[src/rtl/maze_walk_ctrl_if.sv]
// Signal bundle between the maze walk sequencer and its host, BFS solver and motor driver.
// master = the sequencer, slave = the environment around it.
interface maze_walk_ctrl_if;
    logic       walk_start;
    logic [3:0] start_x;
    logic [3:0] start_y;
    logic       grid_dirty;
    logic       bfs_start;
    logic [3:0] bfs_curr_x;
    logic [3:0] bfs_curr_y;
    logic       bfs_done;
    logic [6:0] bfs_dist;
    logic [1:0] bfs_next_dir;
    logic       bfs_next_valid;
    logic       move_valid;
    logic [1:0] move_dir;
    logic       move_ready;
    logic [3:0] pos_x;
    logic [3:0] pos_y;
    logic [6:0] step_count;
    logic       busy;
    logic       arrived;
    logic       fail;
    logic [1:0] fail_code;

    modport master (
        input  walk_start, start_x, start_y, grid_dirty,
        input  bfs_done, bfs_dist, bfs_next_dir, bfs_next_valid, move_ready,
        output bfs_start, bfs_curr_x, bfs_curr_y, move_valid, move_dir,
        output pos_x, pos_y, step_count, busy, arrived, fail, fail_code
    );

    modport slave (
        output walk_start, start_x, start_y, grid_dirty,
        output bfs_done, bfs_dist, bfs_next_dir, bfs_next_valid, move_ready,
        input  bfs_start, bfs_curr_x, bfs_curr_y, move_valid, move_dir,
        input  pos_x, pos_y, step_count, busy, arrived, fail, fail_code
    );
endinterface

[src/rtl/maze_walk_ctrl.sv]
// Walk sequencer: launches the BFS solver, then steps the robot one cell per accepted move
// along bfs_next_dir until the goal, relaunching on grid changes and aborting on faults.
module maze_walk_ctrl #(
    parameter int GRID_W      = 10,
    parameter int GRID_H      = 10,
    parameter int BFS_TIMEOUT = 20000,
    parameter int MAX_STEPS   = 127
) (
    input logic             clk,
    input logic             rst,
    maze_walk_ctrl_if.master mw
);
    localparam int          TW           = $clog2(BFS_TIMEOUT + 1);
    localparam logic [TW-1:0] TMO_LAST   = TW'(BFS_TIMEOUT - 1);
    localparam logic [6:0]  DIST_UNREACH = 7'h7F;
    localparam logic [1:0]  DIR_N = 2'd0, DIR_E = 2'd1, DIR_S = 2'd2, DIR_W = 2'd3;
    localparam logic [1:0]  FC_UNREACH = 2'b01, FC_TIMEOUT = 2'b10, FC_OVERRUN = 2'b11;

    typedef enum logic [2:0] {
        S_IDLE, S_LAUNCH, S_WAIT_BFS, S_SETTLE, S_EVAL, S_MOVE, S_ARRIVED, S_FAIL
    } state_t;

    state_t          state;
    logic [TW-1:0]   tmo_cnt;
    logic            dirty;
    logic            bfs_start_r;
    logic            move_valid_r;
    logic [1:0]      move_dir_r;
    logic [3:0]      pos_x_r;
    logic [3:0]      pos_y_r;
    logic [6:0]      step_r;
    logic            busy_r;
    logic            arrived_r;
    logic            fail_r;
    logic [1:0]      fail_code_r;

    // A direction that would leave the grid is treated like a step overrun, never issued.
    function automatic logic dir_oob(input logic [1:0] dir, input logic [3:0] x, input logic [3:0] y);
        case (dir)
            DIR_N:   return (y == 4'd0);
            DIR_E:   return (x == 4'(GRID_W - 1));
            DIR_S:   return (y == 4'(GRID_H - 1));
            default: return (x == 4'd0);
        endcase
    endfunction

    always_ff @(posedge clk or posedge rst) begin
        if (rst) begin
            state        <= S_IDLE;
            tmo_cnt      <= '0;
            dirty        <= 1'b0;
            bfs_start_r  <= 1'b0;
            move_valid_r <= 1'b0;
            move_dir_r   <= 2'd0;
            pos_x_r      <= 4'd0;
            pos_y_r      <= 4'd0;
            step_r       <= 7'd0;
            busy_r       <= 1'b0;
            arrived_r    <= 1'b0;
            fail_r       <= 1'b0;
            fail_code_r  <= 2'b00;
        end else begin
            bfs_start_r <= 1'b0;
            if (busy_r && mw.grid_dirty) dirty <= 1'b1;
            case (state)
                S_IDLE, S_ARRIVED, S_FAIL: begin
                    if (mw.walk_start) begin
                        pos_x_r     <= mw.start_x;
                        pos_y_r     <= mw.start_y;
                        step_r      <= 7'd0;
                        fail_code_r <= 2'b00;
                        dirty       <= 1'b0;
                        bfs_start_r <= 1'b1;
                        busy_r      <= 1'b1;
                        arrived_r   <= 1'b0;
                        fail_r      <= 1'b0;
                        state       <= S_LAUNCH;
                    end
                end
                S_LAUNCH: begin
                    tmo_cnt <= '0;
                    state   <= S_WAIT_BFS;
                end
                S_WAIT_BFS: begin
                    if (mw.bfs_done) begin
                        state <= S_SETTLE;
                    end else if (tmo_cnt == TMO_LAST) begin
                        busy_r      <= 1'b0;
                        fail_r      <= 1'b1;
                        fail_code_r <= FC_TIMEOUT;
                        state       <= S_FAIL;
                    end else begin
                        tmo_cnt <= tmo_cnt + 1'b1;
                    end
                end
                // Gives the solver a full cycle to look up the freshly registered query cell.
                S_SETTLE: state <= S_EVAL;
                S_EVAL: begin
                    if (dirty) begin
                        dirty       <= mw.grid_dirty;
                        bfs_start_r <= 1'b1;
                        state       <= S_LAUNCH;
                    end else if (mw.bfs_dist == 7'd0) begin
                        busy_r    <= 1'b0;
                        arrived_r <= 1'b1;
                        state     <= S_ARRIVED;
                    end else if (mw.bfs_dist == DIST_UNREACH || !mw.bfs_next_valid) begin
                        busy_r      <= 1'b0;
                        fail_r      <= 1'b1;
                        fail_code_r <= FC_UNREACH;
                        state       <= S_FAIL;
                    end else if (step_r == 7'(MAX_STEPS) ||
                                 dir_oob(mw.bfs_next_dir, pos_x_r, pos_y_r)) begin
                        busy_r      <= 1'b0;
                        fail_r      <= 1'b1;
                        fail_code_r <= FC_OVERRUN;
                        state       <= S_FAIL;
                    end else begin
                        move_dir_r   <= mw.bfs_next_dir;
                        move_valid_r <= 1'b1;
                        state        <= S_MOVE;
                    end
                end
                S_MOVE: begin
                    if (mw.move_ready) begin
                        move_valid_r <= 1'b0;
                        step_r       <= step_r + 7'd1;
                        case (move_dir_r)
                            DIR_N:   pos_y_r <= pos_y_r - 4'd1;
                            DIR_E:   pos_x_r <= pos_x_r + 4'd1;
                            DIR_S:   pos_y_r <= pos_y_r + 4'd1;
                            default: pos_x_r <= pos_x_r - 4'd1;
                        endcase
                        state <= S_SETTLE;
                    end
                end
                default: state <= S_IDLE;
            endcase
        end
    end

    assign mw.bfs_start  = bfs_start_r;
    assign mw.bfs_curr_x = pos_x_r;
    assign mw.bfs_curr_y = pos_y_r;
    assign mw.move_valid = move_valid_r;
    assign mw.move_dir   = move_dir_r;
    assign mw.pos_x      = pos_x_r;
    assign mw.pos_y      = pos_y_r;
    assign mw.step_count = step_r;
    assign mw.busy       = busy_r;
    assign mw.arrived    = arrived_r;
    assign mw.fail       = fail_r;
    assign mw.fail_code  = fail_code_r;
endmodule
[src/flat_wrapper.sv]
// flat-port wrapper written by rule: the top's interface ports become plain ports
module maze_walk_ctrl_flat 
#(
    parameter int GRID_W      = 10,
    parameter int GRID_H      = 10,
    parameter int BFS_TIMEOUT = 20000,
    parameter int MAX_STEPS   = 127
)
  (clk, rst, mw_walk_start, mw_start_x, mw_start_y, mw_grid_dirty, mw_bfs_done, mw_bfs_dist, mw_bfs_next_dir, mw_bfs_next_valid, mw_move_ready, mw_bfs_start, mw_bfs_curr_x, mw_bfs_curr_y, mw_move_valid, mw_move_dir, mw_pos_x, mw_pos_y, mw_step_count, mw_busy, mw_arrived, mw_fail, mw_fail_code);
  maze_walk_ctrl_if mw_i ();
  input logic clk;
  input logic rst;
  input wire logic [$bits(mw_i.walk_start)-1:0] mw_walk_start;
  input wire logic [$bits(mw_i.start_x)-1:0] mw_start_x;
  input wire logic [$bits(mw_i.start_y)-1:0] mw_start_y;
  input wire logic [$bits(mw_i.grid_dirty)-1:0] mw_grid_dirty;
  input wire logic [$bits(mw_i.bfs_done)-1:0] mw_bfs_done;
  input wire logic [$bits(mw_i.bfs_dist)-1:0] mw_bfs_dist;
  input wire logic [$bits(mw_i.bfs_next_dir)-1:0] mw_bfs_next_dir;
  input wire logic [$bits(mw_i.bfs_next_valid)-1:0] mw_bfs_next_valid;
  input wire logic [$bits(mw_i.move_ready)-1:0] mw_move_ready;
  output wire logic [$bits(mw_i.bfs_start)-1:0] mw_bfs_start;
  output wire logic [$bits(mw_i.bfs_curr_x)-1:0] mw_bfs_curr_x;
  output wire logic [$bits(mw_i.bfs_curr_y)-1:0] mw_bfs_curr_y;
  output wire logic [$bits(mw_i.move_valid)-1:0] mw_move_valid;
  output wire logic [$bits(mw_i.move_dir)-1:0] mw_move_dir;
  output wire logic [$bits(mw_i.pos_x)-1:0] mw_pos_x;
  output wire logic [$bits(mw_i.pos_y)-1:0] mw_pos_y;
  output wire logic [$bits(mw_i.step_count)-1:0] mw_step_count;
  output wire logic [$bits(mw_i.busy)-1:0] mw_busy;
  output wire logic [$bits(mw_i.arrived)-1:0] mw_arrived;
  output wire logic [$bits(mw_i.fail)-1:0] mw_fail;
  output wire logic [$bits(mw_i.fail_code)-1:0] mw_fail_code;
  assign mw_i.walk_start = mw_walk_start;
  assign mw_i.start_x = mw_start_x;
  assign mw_i.start_y = mw_start_y;
  assign mw_i.grid_dirty = mw_grid_dirty;
  assign mw_i.bfs_done = mw_bfs_done;
  assign mw_i.bfs_dist = mw_bfs_dist;
  assign mw_i.bfs_next_dir = mw_bfs_next_dir;
  assign mw_i.bfs_next_valid = mw_bfs_next_valid;
  assign mw_i.move_ready = mw_move_ready;
  assign mw_bfs_start = mw_i.bfs_start;
  assign mw_bfs_curr_x = mw_i.bfs_curr_x;
  assign mw_bfs_curr_y = mw_i.bfs_curr_y;
  assign mw_move_valid = mw_i.move_valid;
  assign mw_move_dir = mw_i.move_dir;
  assign mw_pos_x = mw_i.pos_x;
  assign mw_pos_y = mw_i.pos_y;
  assign mw_step_count = mw_i.step_count;
  assign mw_busy = mw_i.busy;
  assign mw_arrived = mw_i.arrived;
  assign mw_fail = mw_i.fail;
  assign mw_fail_code = mw_i.fail_code;
  maze_walk_ctrl #(.GRID_W(GRID_W), .GRID_H(GRID_H), .BFS_TIMEOUT(BFS_TIMEOUT), .MAX_STEPS(MAX_STEPS)) u_core (.clk(clk), .rst(rst), .mw(mw_i));
endmodule
[config.mk]
export PLATFORM = sky130hd
export DESIGN_NAME = maze_walk_ctrl_flat
export DESIGN_NICKNAME = d
export VERILOG_FILES = /design/src/rtl/maze_walk_ctrl_if.sv /design/src/rtl/maze_walk_ctrl.sv /design/src/flat_wrapper.sv
export SDC_FILE = /design/constraint.sdc
export NUM_CORES = 1
export LEC_CHECK = 0
export CORE_ASPECT_RATIO = 0.9
export CORE_MARGIN = 2
export CORE_UTILIZATION = 55
export DETAILED_ROUTE_END_ITERATION = 8
export PLACE_DENSITY_LB_ADDON = 0.3
export SLEW_MARGIN = 20
export SYNTH_ARGS = -nofsm -noshare
export SYNTH_HDL_FRONTEND = slang
export SYNTH_SLANG_ARGS = --single-unit
[constraint.sdc]
create_clock -name clk -period 7 [get_ports clk]
set_input_delay 0.7 -clock clk [delete_from_list [all_inputs] [get_ports clk]]
set_output_delay 0.7 -clock clk [all_outputs]
set_load 0.03 [all_outputs]
==> After elaboration in Yosys (flattened, before gate mapping) <==
Index checks and enable logic that the tools add are counted.
{ "totals": {"reg_bits": 43, "inputBits": 24, "output_inout_bits": 32, "word_cells": 149} }
{ "op_classes": {"add_sub_neg": 6, "eq_ne": 31, "mux": 68, "bitwise_logic": 4, "n_reduce_logical": 27} }
{ "ops": {"columns": ["op", "n"], "rows": [
  ["$pmux W4 S2", 4],
  ["$mux W1", 30],
  ["$mux W15", 2],
  ["$pmux W15 S2", 1],
  ["$mux W3", 7],
  ["$ne A2 B2 Y1 const B", 9],
  ["$pmux W3 S6", 1],
  ["$mux W2", 8],
  ["$mux W4", 4],
  ["$add A15 B1 Y15 const B", 1],
  ["$eq A15 B15 Y1 const B", 1],
  ["$eq A7 B7 Y1 const B", 2],
  ["$mux W7", 2],
  ["$pmux W7 S2", 1],
  ["$eq A3 B3 Y1 const B", 4],
  ["$reduce_and A4 Y1", 3],
  ["$reduce_and A6 Y1", 2],
  ["$pmux W1 S3", 3],
  ["$reduce_and A3 Y1", 3],
  ["$add A4 B1 Y4 const B", 2],
  ["$eq A4 B4 Y1 const B", 2],
  ["$logic_not A4 Y1", 2],
  ["$pmux W1 S2", 4],
  ["$reduce_bool A2 Y1", 4],
  ["other kinds (23)", 34]
]} }

==> Longest topological paths before layout <==
{ "depth": {"depth_word": 12, "depth_mapped": 8, "depth_no_buf": 7} }

==> Worst setup path after synthesis <==
No wires, ideal clock.
{ "synth_path": {"path_type": "in2reg", "startpoint": "input port mw_bfs_next_dir[0]", "endpoint": "register u_core.move_dir_r[0], in the netlist u_core.mw.move_dir[0]", "setup_time_ps": 125, "t_arrival_ps": 2659, "t_required_ps": 6875, "slack_ps": 4216, "stages": 7, "n_path_buf": 0, "cell_sequence": "inv_1 ha_1 and4b_1 a22o_1 or4_4 or4_4 mux2_4"} }
{ "synth_between": {"elab_chain_len": 9, "word_cells_on_any_way": 11, "cone_classes": "2 x eq/ne; 5 x mux; 1 x bitwise; 3 x reduce/logical"} }
{ "synth_lines": {"columns": ["element", "line_no", "source"], "rows": [
  ["from (decl)", "flat_wrapper.sv:19", "input wire logic [$bits(mw_i.bfs_next_dir)-1:0] mw_bfs_next_dir;"],
  ["$eq A2 B2 Y1, or another cell as far along", "maze_walk_ctrl.sv:39", "case (dir)"],
  ["$pmux W1 S3", "maze_walk_ctrl.sv:39", null],
  ["$mux W1", "maze_walk_ctrl.sv:107", "end else if (mw.bfs_dist == DIST_UNREACH || !mw.bfs_next_valid) begin"],
  ["$mux W1", "maze_walk_ctrl.sv:103", "end else if (mw.bfs_dist == 7'd0) begin"],
  ["$mux W1", "maze_walk_ctrl.sv:99", "if (dirty) begin"],
  ["$mux W1", "maze_walk_ctrl.sv:65", "case (state)"],
  ["$logic_or A1 B1 Y1", "maze_walk_ctrl.sv:112", "end else if (step_r == 7'(MAX_STEPS) ||"],
  ["$not A1 Y1 (no line)", null, null],
  ["$reduce_and A5 Y1 (no line)", null, null],
  ["to (signal assigned)", "maze_walk_ctrl.sv:119", "move_dir_r <= mw.bfs_next_dir;"],
  ["to (decl)", "maze_walk_ctrl.sv:28", "logic [1:0] move_dir_r;"]
]} }
Parallel ways exist; a longest one is shown, timed or not. The select of a mux whose other input is x is not followed.
A chain may end at the register's enable or synchronous reset.

==> Worst setup path in the final report <==
{ "layout_path": {"startpoint": "input port mw_bfs_next_dir[0]", "endpoint": "register u_core.move_dir_r[1], in the netlist u_core.mw.move_dir[1]"} }
{ "layout_between": {"elab_chain_len": 9, "word_cells_on_any_way": 11, "cone_classes": "2 x eq/ne; 5 x mux; 1 x bitwise; 3 x reduce/logical"} }
{ "layout_lines": {"columns": ["element", "line_no"], "rows": [
  ["$eq A2 B2 Y1, or another cell as far along", "maze_walk_ctrl.sv:39"],
  ["$pmux W1 S3 (*)", "maze_walk_ctrl.sv:39"],
  ["$mux W1 (*)", "maze_walk_ctrl.sv:107"],
  ["$mux W1 (*)", "maze_walk_ctrl.sv:103"],
  ["$mux W1 (*)", "maze_walk_ctrl.sv:99"],
  ["$mux W1 (*)", "maze_walk_ctrl.sv:65"],
  ["$logic_or A1 B1 Y1 (*)", "maze_walk_ctrl.sv:112"],
  ["$not A1 Y1 (no line) (*)", null],
  ["$reduce_and A5 Y1 (no line) (*)", null]
]} }
Mark *: on every way between the ends. The rest lies on a longest branch, timed or not. The select of a mux whose other input is x is not followed.

==> metrics.md <==
| Metric | Value |
|---|---|
| Sequential-to-total area share from yosys stat | 40.5% |
| Warnings from Yosys | 0 |
| Crit path required time | 7200 ps |
| Mux share of post-synthesis cell area | 2.68% |
| Placement Cell Area | 3220 um2 |
| DP Wirelength | 4320 um |
| Detail Route Antenna Nets | 0 |
| CTS buffer count | 5 |
| Critical path type | in -> reg |
| Sequential share of power | 32.7% |
| Synth top area share | 40.5% |
| RSZ-0062 raised after global routing | false |
| Vias | 2327 |
| Most used cell along the critical path | or4_4 |
| CP Launch Type | input port |
| Worst path cell trace | clkdlybuf4s50_1 > inv_1 > ha_1 > and4b_1 > a22o_1 > or4_4 > or4_4 > mux2_4 |
| Internal cell power | 0.701 mW |
| CTS Sinks | 43 |
| GRT Overall Usage | 23.6% |
| Critical Path Sink Type | flop |
| Die area | 5400 um2 |
| Xor/xnor share of the synthesized area | 4.62% |
| Hold Path Class | reg -> reg |
| Mapped Cells | 294 |
| Pwr/cell area | 395 nW/um2 |
| #FFs+latches synth | 43 |
| Syn Area/Cell | 9.04 um2 |
| Netlist cell types | 53 |
| Worst hold slack | 516 ps |
| Row count | 23 |
| Max-slew violations | 0 |
| DR vias/cell | 5.73 |
| CTS clk-pin slew, worst paths | 80 ps |
| VDD IR-drop max | 316 uV |
| Hold_buf cts | 0 |
| Worst slack, placed | 3580 ps |
| Ports | 56 |
| Post-synth EDFFs | 0 |
| Tmin final | 3100 ps |
| Layout cells sized above 1 | 6.10% |
| Antenna Cells | 0 |
| Total of max-cap violations | 0 |
| Crit path buffers/inverters | 2 |
| Post-route setup slack | 3900 ps |
| Biggest area consumer among synthesized cells | dfrtp_1 |
| Largest net degree at the start of global routing | 44 |
| Fin crit share | 44.2% |
| Final setup viols | 0 |
| Combinational power share | 55.4% |
| # fillers | 390 |
| DRT iter0 DRCs | 116 |
| Drt total wl | 5940 um |
| Layout Cells excl Fill | 406 |
| Fin. Hold Viols | 0 |
| FFs w/ async S/R, synth | 100% |
| Die Ht | 69.9 um |
| Starting Density | 58.4% |
| CTS Buffer Depth | 2 |
| Placeable Area | 4550 um2 |
| DRC Markers | 0 |
| Fin Clk Skew | 7.28 ps |
| Die Wd | 77.3 um |
| Critical-path top delay cell | or4_4 |
| Simple-gate share of the synthesized area | 24.5% |
| Worst path max stage delay | 560 ps |
| Post-Syn Area | 2660 um2 |
| Vias in the first global route | 2233 |
| Max Fanout on Critical Path | 5 |
| Cell type group with the largest total delay on the critical path | simple AND/OR/NAND/NOR gates |
| Largest family of logic cells by synthesized area | simple AND/OR/NAND/NOR gates |
| Synth top area cells | dfrtp_1, ha_1, o21ai_0 |
| Antenna violations before repair | 0 |
| Pleak | 1.39 nW |
| Area grow syn2layout | 24.3% |
| Max H-tree Level | 2 |
| Worst-Skew Late Latency | 300 ps |
| Final Cell Area | 3300 um2 |
| NumNets Final | 378 |
| Root Driver | clkbuf_8 |
| Sw Share | 46.3% |
| Number of instances in the placed design | 398 |
| GP Congestion | 0.823 |
| Synth Net Count | 329 |
| Outcome | completed |
| Slew margin rel. | 41.8% |
| DR pass1 iterations | 4 |
| Critical Path AT | 3290 ps |
| Psw | 0.604 mW |
| Setup Buffers After CTS | 0 |
| Worst-margin pin slew | 873 ps |
| First-pass GRT wire length | 10300 um |
| Post-synthesis adder-cell area fraction | 5.75% |
| Clock network fraction of total power | 11.9% |
| Commonest register cell after synthesis | dfrtp_1 |
| CTS tree | built |
| Layout Utilization | 72.6% |
| PortBufs | 55 |
| Post-CTS Resized | 0 |
| Power, Total | 1.30 mW |
| Total grt overflow | 0 |
| Compound-cell area share of the yosys netlist | 17.2% |
| Setup TNS | 0 ps |
| Routed len/inst | 14.6 um |
| Fmax | 323 MHz |
-- metal layers --
layer  GRT usage, %  vias to the layer above  routed length (um)
met3           6.20                        7                 317
met5              0                        -                   0
met4           7.34                        0                  74
li1               -                     1152                   -
met2           38.1                       55                2920
met1           31.1                     1113                2620
-- power by group through the flow --
stage	Clock, mW	Combinational, mW	Sequential (mW)
3_3_place_gp	0	0.701	0.427
3_5_place_dp	0	0.720	0.428
6_report	0.156	0.722	0.426
4_1_cts	0.160	0.727	0.426
2_1_floorplan	0	0.438	0.489
5_1_grt	0.171	0.792	0.443
-- state kept, by name, indices dropped and copies added, names as in the netlist, 2 cells and up --
register / flops
u_core.mw.bfs_curr_x: 4
u_core.mw.bfs_curr_y: 4
u_core.mw.fail_code: 2
u_core.mw.move_dir: 2
u_core.mw.step_count: 7
u_core.state: 3
u_core.tmo_cnt: 15
-- logic make-up (layout without fill, tap and decap cells) --
logic type / after synthesis / after routing
mux: 6 / 6
flops: 43 / 43
simple gates: 122 / 122
buf+inv: 25 / 75
compound gates: 73 / 73
xor+xnor: 14 / 14
fa+ha+maj: 11 / 11
-- final cells by class --
class	count	area [um2]	area share, %
repair buffers	58	573	17.4
well taps	62	77.6	2.35
clock buffers	6	72.6	2.20
flip-flops and latches	43	1080	32.6
inverters	9	33.8	1.02
multi-input cells	226	1460	44.1
clock inverters	2	12.5	0.379
-- placed cells by master, fill, tap and decap left out, types with 3 or more instances in the layout --
master / n
ha_1: 9
xnor2_1: 6
o22a_1: 3
buf_4: 3
clkdlybuf4s50_1: 55
nand4_1: 7
dfrtp_1: 43
clkbuf_8: 5
a21oi_1: 19
a31oi_1: 3
a21boi_0: 3
nor2b_1: 8
xor2_1: 8
o31ai_1: 3
nor2_1: 23
nand3_1: 16
and2_1: 3
a21o_1: 5
inv_1: 9
nand2b_1: 6
mux2i_1: 3
or3_1: 6
nor3_1: 7
and3_1: 3
o21ai_0: 22
nand2_1: 28
-- final timing paths --
| check | from | to | slack (ps) | depth (start not counted) |
|---|---|---|---|---|
| worst min register to register | u_core.mw.busy | u_core.mw.busy | 520 | 1 |
| worst max-delay path | mw_bfs_next_dir[0] | u_core.mw.move_dir[1] | 3900 | 8 |
| worst min-delay path | u_core.mw.busy | u_core.mw.busy | 520 | 1 |
| max in group asynchronous | rst | u_core.mw.bfs_curr_x[2] | 5790 | 3 |
| worst max register to register | u_core.tmo_cnt[0] | u_core.tmo_cnt[8] | 4460 | 6 |
| min in group asynchronous | rst | u_core.tmo_cnt[13] | 830 | 3 |
-- cell usage after synthesis (3+ instances only) --
cell type and number:
a21boi_0 3, ha_1 9, nor2_1 23, and2_1 3
o31ai_1 3, clkbuf_1 7, buf_4 8, nand2b_1 6
nand2_1 28, and3_1 3, mux2i_1 3, nor3_1 7
nand4_1 7, a21oi_1 19, o21ai_0 22, inv_1 9
xor2_1 8, o22a_1 3, a31oi_1 3, dfrtp_1 43
or3_1 6, xnor2_1 6, a21o_1 5, nand3_1 16
nor2b_1 8
Power figures use the tool's default switching activity.
